===== config.mk =====
export PLATFORM = sky130hd
export DESIGN_NAME = i2s_dac_transmitter
export DESIGN_NICKNAME = d
export VERILOG_FILES = /design/src/rtl/i2s_dac_transmitter.sv
export SDC_FILE = /design/constraint.sdc
export NUM_CORES = 1
export LEC_CHECK = 0
export CORE_UTILIZATION = 40
export CTS_CLUSTER_DIAMETER = 60
export DETAILED_ROUTE_END_ITERATION = 8
export SLEW_MARGIN = 10
export SYNTH_ARGS = -nofsm -noshare
export SYNTH_HDL_FRONTEND = slang
export SYNTH_SLANG_ARGS = --single-unit

===== constraint.sdc =====
create_clock -name sample_clock -period 3.05 [get_ports sample_clock]
set_input_delay 0.4575 -clock sample_clock [delete_from_list [all_inputs] [get_ports sample_clock]]
set_output_delay 0.4575 -clock sample_clock [all_outputs]
set_load 0.02 [all_outputs]

===== src/rtl/i2s_dac_transmitter.sv =====
// I2S DAC transmitter: valid/ready sample FIFO serialized onto dacdat, slaved to codec bclk/lrck.
// Optional build macro SAMPLE_DUP_EN: each FIFO entry is sent in both left and right slots.
module i2s_dac_transmitter #(
    parameter int DATA_W     = 16,
    parameter int FIFO_DEPTH = 4
) (
    input  logic                          sample_clock,
    input  logic                          reset,
    input  logic [DATA_W-1:0]             in_sample,
    input  logic                          in_valid,
    output logic                          in_ready,
    input  logic                          bclk,
    input  logic                          lrck,
    output logic                          dacdat,
    output logic                          underrun,
    output logic [$clog2(FIFO_DEPTH):0]   fifo_level
);

    localparam int AW = $clog2(FIFO_DEPTH);
    localparam int LW = AW + 1;
    localparam int CW = $clog2(DATA_W + 1);

    localparam logic [2:0] ST_ALIGN = 3'd0;
    localparam logic [2:0] ST_LOAD  = 3'd1;
    localparam logic [2:0] ST_WAIT1 = 3'd2;
    localparam logic [2:0] ST_SHIFT = 3'd3;
    localparam logic [2:0] ST_PAD   = 3'd4;

    logic [1:0]        bclk_sync, lrck_sync;
    logic              bclk_prev, lrck_smp, lrck_seen;
    logic              fall_ev, lrck_edge;
    logic [2:0]        state;
    logic              slot_right;
    logic [DATA_W-1:0] shreg;
    logic [CW-1:0]     bit_cnt;

    logic [DATA_W-1:0] mem [FIFO_DEPTH];
    logic [AW-1:0]     wr_ptr, rd_ptr;
    logic              push, pop, fifo_empty, load_wants_pop;
    logic [LW-1:0]     level_next;
    logic [DATA_W-1:0] fifo_head, load_word;

    // The first fall event after reset only seeds the LRCK reference, so a
    // mid-frame reset release never counts as a slot boundary.
    always_ff @(posedge sample_clock or negedge reset) begin
        if (!reset) begin
            bclk_sync <= '0;
            lrck_sync <= '0;
            bclk_prev <= 1'b0;
            lrck_smp  <= 1'b0;
            lrck_seen <= 1'b0;
        end else begin
            bclk_sync <= {bclk_sync[0], bclk};
            lrck_sync <= {lrck_sync[0], lrck};
            bclk_prev <= bclk_sync[1];
            if (fall_ev) begin
                lrck_smp  <= lrck_sync[1];
                lrck_seen <= 1'b1;
            end
        end
    end

    assign fall_ev   = bclk_prev & ~bclk_sync[1];
    assign lrck_edge = fall_ev & lrck_seen & (lrck_sync[1] != lrck_smp);

    assign fifo_empty = (fifo_level == '0);
    assign fifo_head  = fifo_empty ? '0 : mem[rd_ptr];
    assign push       = in_valid & in_ready;

`ifdef SAMPLE_DUP_EN
    logic [DATA_W-1:0] held;

    // Right slot replays the word the left slot took from the FIFO.
    assign load_wants_pop = (state == ST_LOAD) & ~slot_right;
    assign load_word      = slot_right ? held : fifo_head;

    always_ff @(posedge sample_clock or negedge reset) begin
        if (!reset)
            held <= '0;
        else if (load_wants_pop)
            held <= fifo_head;
    end
`else
    assign load_wants_pop = (state == ST_LOAD);
    assign load_word      = fifo_head;
`endif

    assign pop        = load_wants_pop & ~fifo_empty;
    assign level_next = fifo_level + LW'(push) - LW'(pop);

    always_ff @(posedge sample_clock) begin
        if (push)
            mem[wr_ptr] <= in_sample;
    end

    always_ff @(posedge sample_clock or negedge reset) begin
        if (!reset) begin
            wr_ptr     <= '0;
            rd_ptr     <= '0;
            fifo_level <= '0;
            in_ready   <= 1'b1;
        end else begin
            if (push) wr_ptr <= wr_ptr + 1'b1;
            if (pop)  rd_ptr <= rd_ptr + 1'b1;
            fifo_level <= level_next;
            in_ready   <= (level_next != LW'(FIFO_DEPTH));
        end
    end

    always_ff @(posedge sample_clock or negedge reset) begin
        if (!reset) begin
            state      <= ST_ALIGN;
            slot_right <= 1'b0;
            shreg      <= '0;
            bit_cnt    <= '0;
            dacdat     <= 1'b0;
            underrun   <= 1'b0;
        end else begin
            underrun <= 1'b0;
            if (lrck_edge)
                slot_right <= lrck_sync[1];
            case (state)
                ST_ALIGN: begin
                    dacdat <= 1'b0;
                    if (lrck_edge) state <= ST_LOAD;
                end
                ST_LOAD: begin
                    shreg    <= load_word;
                    bit_cnt  <= '0;
                    underrun <= load_wants_pop & fifo_empty;
                    state    <= ST_WAIT1;
                end
                ST_WAIT1: begin
                    if (fall_ev) begin
                        if (lrck_edge) begin
                            dacdat <= 1'b0;
                            state  <= ST_LOAD;
                        end else begin
                            dacdat  <= shreg[DATA_W-1];
                            shreg   <= shreg << 1;
                            bit_cnt <= CW'(1);
                            state   <= ST_SHIFT;
                        end
                    end
                end
                ST_SHIFT: begin
                    // A boundary fall still drives the pending bit: with a
                    // DATA_W-bit slot that is the LSB, as I2S expects.
                    if (fall_ev) begin
                        if (bit_cnt == CW'(DATA_W)) begin
                            dacdat <= 1'b0;
                        end else begin
                            dacdat  <= shreg[DATA_W-1];
                            shreg   <= shreg << 1;
                            bit_cnt <= bit_cnt + 1'b1;
                        end
                        if (lrck_edge)
                            state <= ST_LOAD;
                        else if (bit_cnt == CW'(DATA_W))
                            state <= ST_PAD;
                    end
                end
                ST_PAD: begin
                    dacdat <= 1'b0;
                    if (lrck_edge) state <= ST_LOAD;
                end
                default: state <= ST_ALIGN;
            endcase
        end
    end

endmodule

==> impl_metrics.toml <==
[run_status]
status = "finished, final reports clean"

[power_and_ir_drop]
cellPowerDensity_nw_per_um2 = 800
vdd.ir_drop.worst_uv = 447
power.leakage_uw = 0.00178

[yosys]
yosys.area.top_type_share = 0.444
seq_area_frac_synth = 0.682
syn_area_per_cell_um2 = 15.9
synth-main-ff-cell = "edfxtp_1"
synth_area_um2 = 4320
synth_edf_count = 64
synth_area_leaders = "edfxtp_1, dfrtp_1, mux4_2, a22oi_1, ha_1"
syn_nets = 302
synth_area_leader_cell = "edfxtp_1"
async_flop_share = 0.390
yosysUniqueCellTypes = 46
syn_inst = 272
ys_seq_elements = 105
synth_warnings = 0

[grt]
grtUsageTotal = 0.151
grt_pass1_vias = 2406
busiest_layer = "met2"
gr-total-overflow = 0
gr-usage-met2 = 0.242
met1_usage = 0.201
antenna_found_initial = 0
grt_max_degree = 42
use_met3 = 0.0405
grt_pass1_wl_um = 12600

[drt]
dr.pass1.iters = 4
ant_nets = 0
vias_per_cell = 5.27
drc = 0
wl_per_cell_um = 16.9
first_iter_violations = 210
routed_wl_um = 7530
num_vias = 2350

[critical_path]
critical_path.slowest_cell = "or3b_2"
arrival_ps = 2920
crit_required_ps = 3340
worstPathMaxFanout = 9
cp_top_family = "simple AND/OR/NAND/NOR gates"
crit_chain = "or3b_2 > nor2_1 > ha_1 > inv_1 > ha_1 > inv_1 > fa_1 > xnor2_1 > xnor2_1 > nand3b_1"
path_class = "flip-flop to flip-flop"
setup.worst_path.end_class = "flip-flop"
cpPeakStageDelay_ps = 540
startpoint_type = "flip-flop"
cp_num_buf_inv = 2

[cts]
cts_tree = "done"
clock-sinks = 105
cts_buffer_depth = 2
postCtsSetupRepairBufs = 0
ctsHtreeMaxLevel = 3
cts_resized = 0
cts_hold_buf = 0
root_buffer = "clkbuf_8"
insertion_delay_ps = 360
clkTransAtPathRegs_ps = 90
cts-buffers-inserted = 9

[final_layout]
finalNetCount = 335
filler_cell_count = 906
final_area_um2 = 4910
layout-drive-gt1-share = 0.155
diodes = 0
syn_to_final_growth_pct = 13.5

[sta]
setup_tns_ps = 0
worst_pin_slew_ps = 920
fin_skew_ps = 9.44
holdWs_ps = 227
max_freq_ghz = 0.380
rsz0062_at_grt = "no"
setup-violations-final = 0
hold_violations = 0
period_needed_ps = 2630
slew_headroom = 0.386
slew_violations = 0
period_share = 0.863

[flow_run]
cap_violations = 0

[placement]
placed_area_um2 = 4740
place_congestion = 0.737
dp_hpwl_um = 4620
port_buffers = 26

[floorplanning]
core_um2 = 10400
initial_core_util = 0.415
chipWidth_um = 106
dieArea_um2 = 11200
die_height_um = 106
ioPinCount = 27
num_rows = 37

[min_path]
hold_class = "input pin to async pin"
==> through the flow <==
step	power [uW]	worst slack, ps	instances	util
2_1_floorplan	2860	564	272	-
3_5_place_dp	3220	391	430	0.455
6_report	3930	417	446	0.471
4_1_cts	3980	402	446	0.471
3_3_place_gp	3190	485	430	0.455
5_1_grt	4180	240	446	0.471
==> layer usage <==
layer | up-vias | part of all wire
met5 | - | 0
met4 | 0 | 0.014
met3 | 11 | 0.031
met2 | 44 | 0.49
met1 | 1185 | 0.46
li1 | 1110 | -
==> kinds of logic after synthesis <==
family          Yosys count  share of synthesized area
mux                      18                     0.0883
buf+inv                  27                     0.0318
compound gates           51                     0.0874
xor+xnor                  6                     0.0139
fa+ha+maj                 9                     0.0278
simple gates             56                     0.0689
flops                   105                      0.682
==> area by class of cell <==
cell class | count | area [um2] | share of cell area
clock buffer | 11 | 131 | 0.0268
clock inverter | 5 | 38.8 | 0.00791
inverter | 13 | 48.8 | 0.00995
multi-input combinational | 140 | 1240 | 0.252
sequential | 105 | 2950 | 0.601
tap | 136 | 170 | 0.0347
timing repair buffer | 36 | 330 | 0.0673
==> worst register-to-register path, cell delays in order (launching register included) <==
cell      delay, ps
dfrtp_1         500
or3b_2          540
nor2_1          230
ha_1            270
inv_1            60
ha_1            130
inv_1            50
fa_1            370
xnor2_1         180
xnor2_1         150
nand3b_1         90
==> report_power, final <==
part           leakage, uW  internal [uW]  switching, uW
Combinational     0.000655            549            532
Clock            0.0000795            304            460
Sequential         0.00105           1870            209
Total              0.00178           2720           1200
==> cells in the mapped netlist (2+ instances only) <==
| library cell | count |
|---|---|
| a21oi_1 | 17 |
| a22oi_1 | 15 |
| a311oi_1 | 4 |
| a31oi_1 | 2 |
| and3_1 | 5 |
| buf_2 | 5 |
| buf_4 | 6 |
| dfrtp_1 | 40 |
| edfxtp_1 | 64 |
| ha_1 | 8 |
| inv_1 | 13 |
| mux4_2 | 16 |
| nand2_1 | 10 |
| nand2b_1 | 3 |
| nand3_1 | 3 |
| nand3b_1 | 2 |
| nor2_1 | 6 |
| nor2b_1 | 3 |
| nor3_1 | 17 |
| o21ai_0 | 4 |
| xnor2_1 | 4 |
==> placed cells by master, fill, tap and decap left out, drive strengths merged, types with 2 or more instances in the layout <==
cell           Yosys  final
o21ai              4      4
inv               13     15
a31oi              2      2
and3               5      5
edfxtp            64     64
a21oi             17     17
clkdlybuf4s50      0     25
xor2               2      2
clkinvlp           0      2
nor3              17     17
ha                 8      8
buf               13     11
nand3b             2      2
nor2b              3      3
a311oi             4      4
dfrtp             40     40
mux4              16     16
nand2             10     10
xnor2              4      4
clkbuf             1     11
nand3              3      3
a22oi             15     15
nand2b             3      3
nor2               6      6
==> final timing paths <==
| check | from | end | slack (ps) | cells after the start |
|---|---|---|---|---|
| max in group asynchronous | reset | bit_cnt[2] | 2250 | 1 |
| worst min-delay path | reset | lrck_sync[0] | 230 | 1 |
| worst min register to register | bclk_sync[0] | bclk_sync[1] | 360 | 0 |
| worst max register to register | state[2] | in_ready | 420 | 10 |
| worst max-delay path | state[2] | in_ready | 420 | 10 |
| min in group sample_clock | bclk_sync[0] | bclk_sync[1] | 360 | 0 |
==> flip-flops by register name, indices dropped and copies added, names as in the netlist <==
name / count
bclk_prev: 1
bclk_sync: 2
bit_cnt: 5
dacdat: 1
fifo_level: 3
in_ready: 1
lrck_seen: 1
lrck_smp: 1
lrck_sync: 2
mem: 64
rd_ptr: 2
shreg: 16
state: 3
underrun: 1
wr_ptr: 2
No activity file was read; power rests on OpenSTA's default activity.
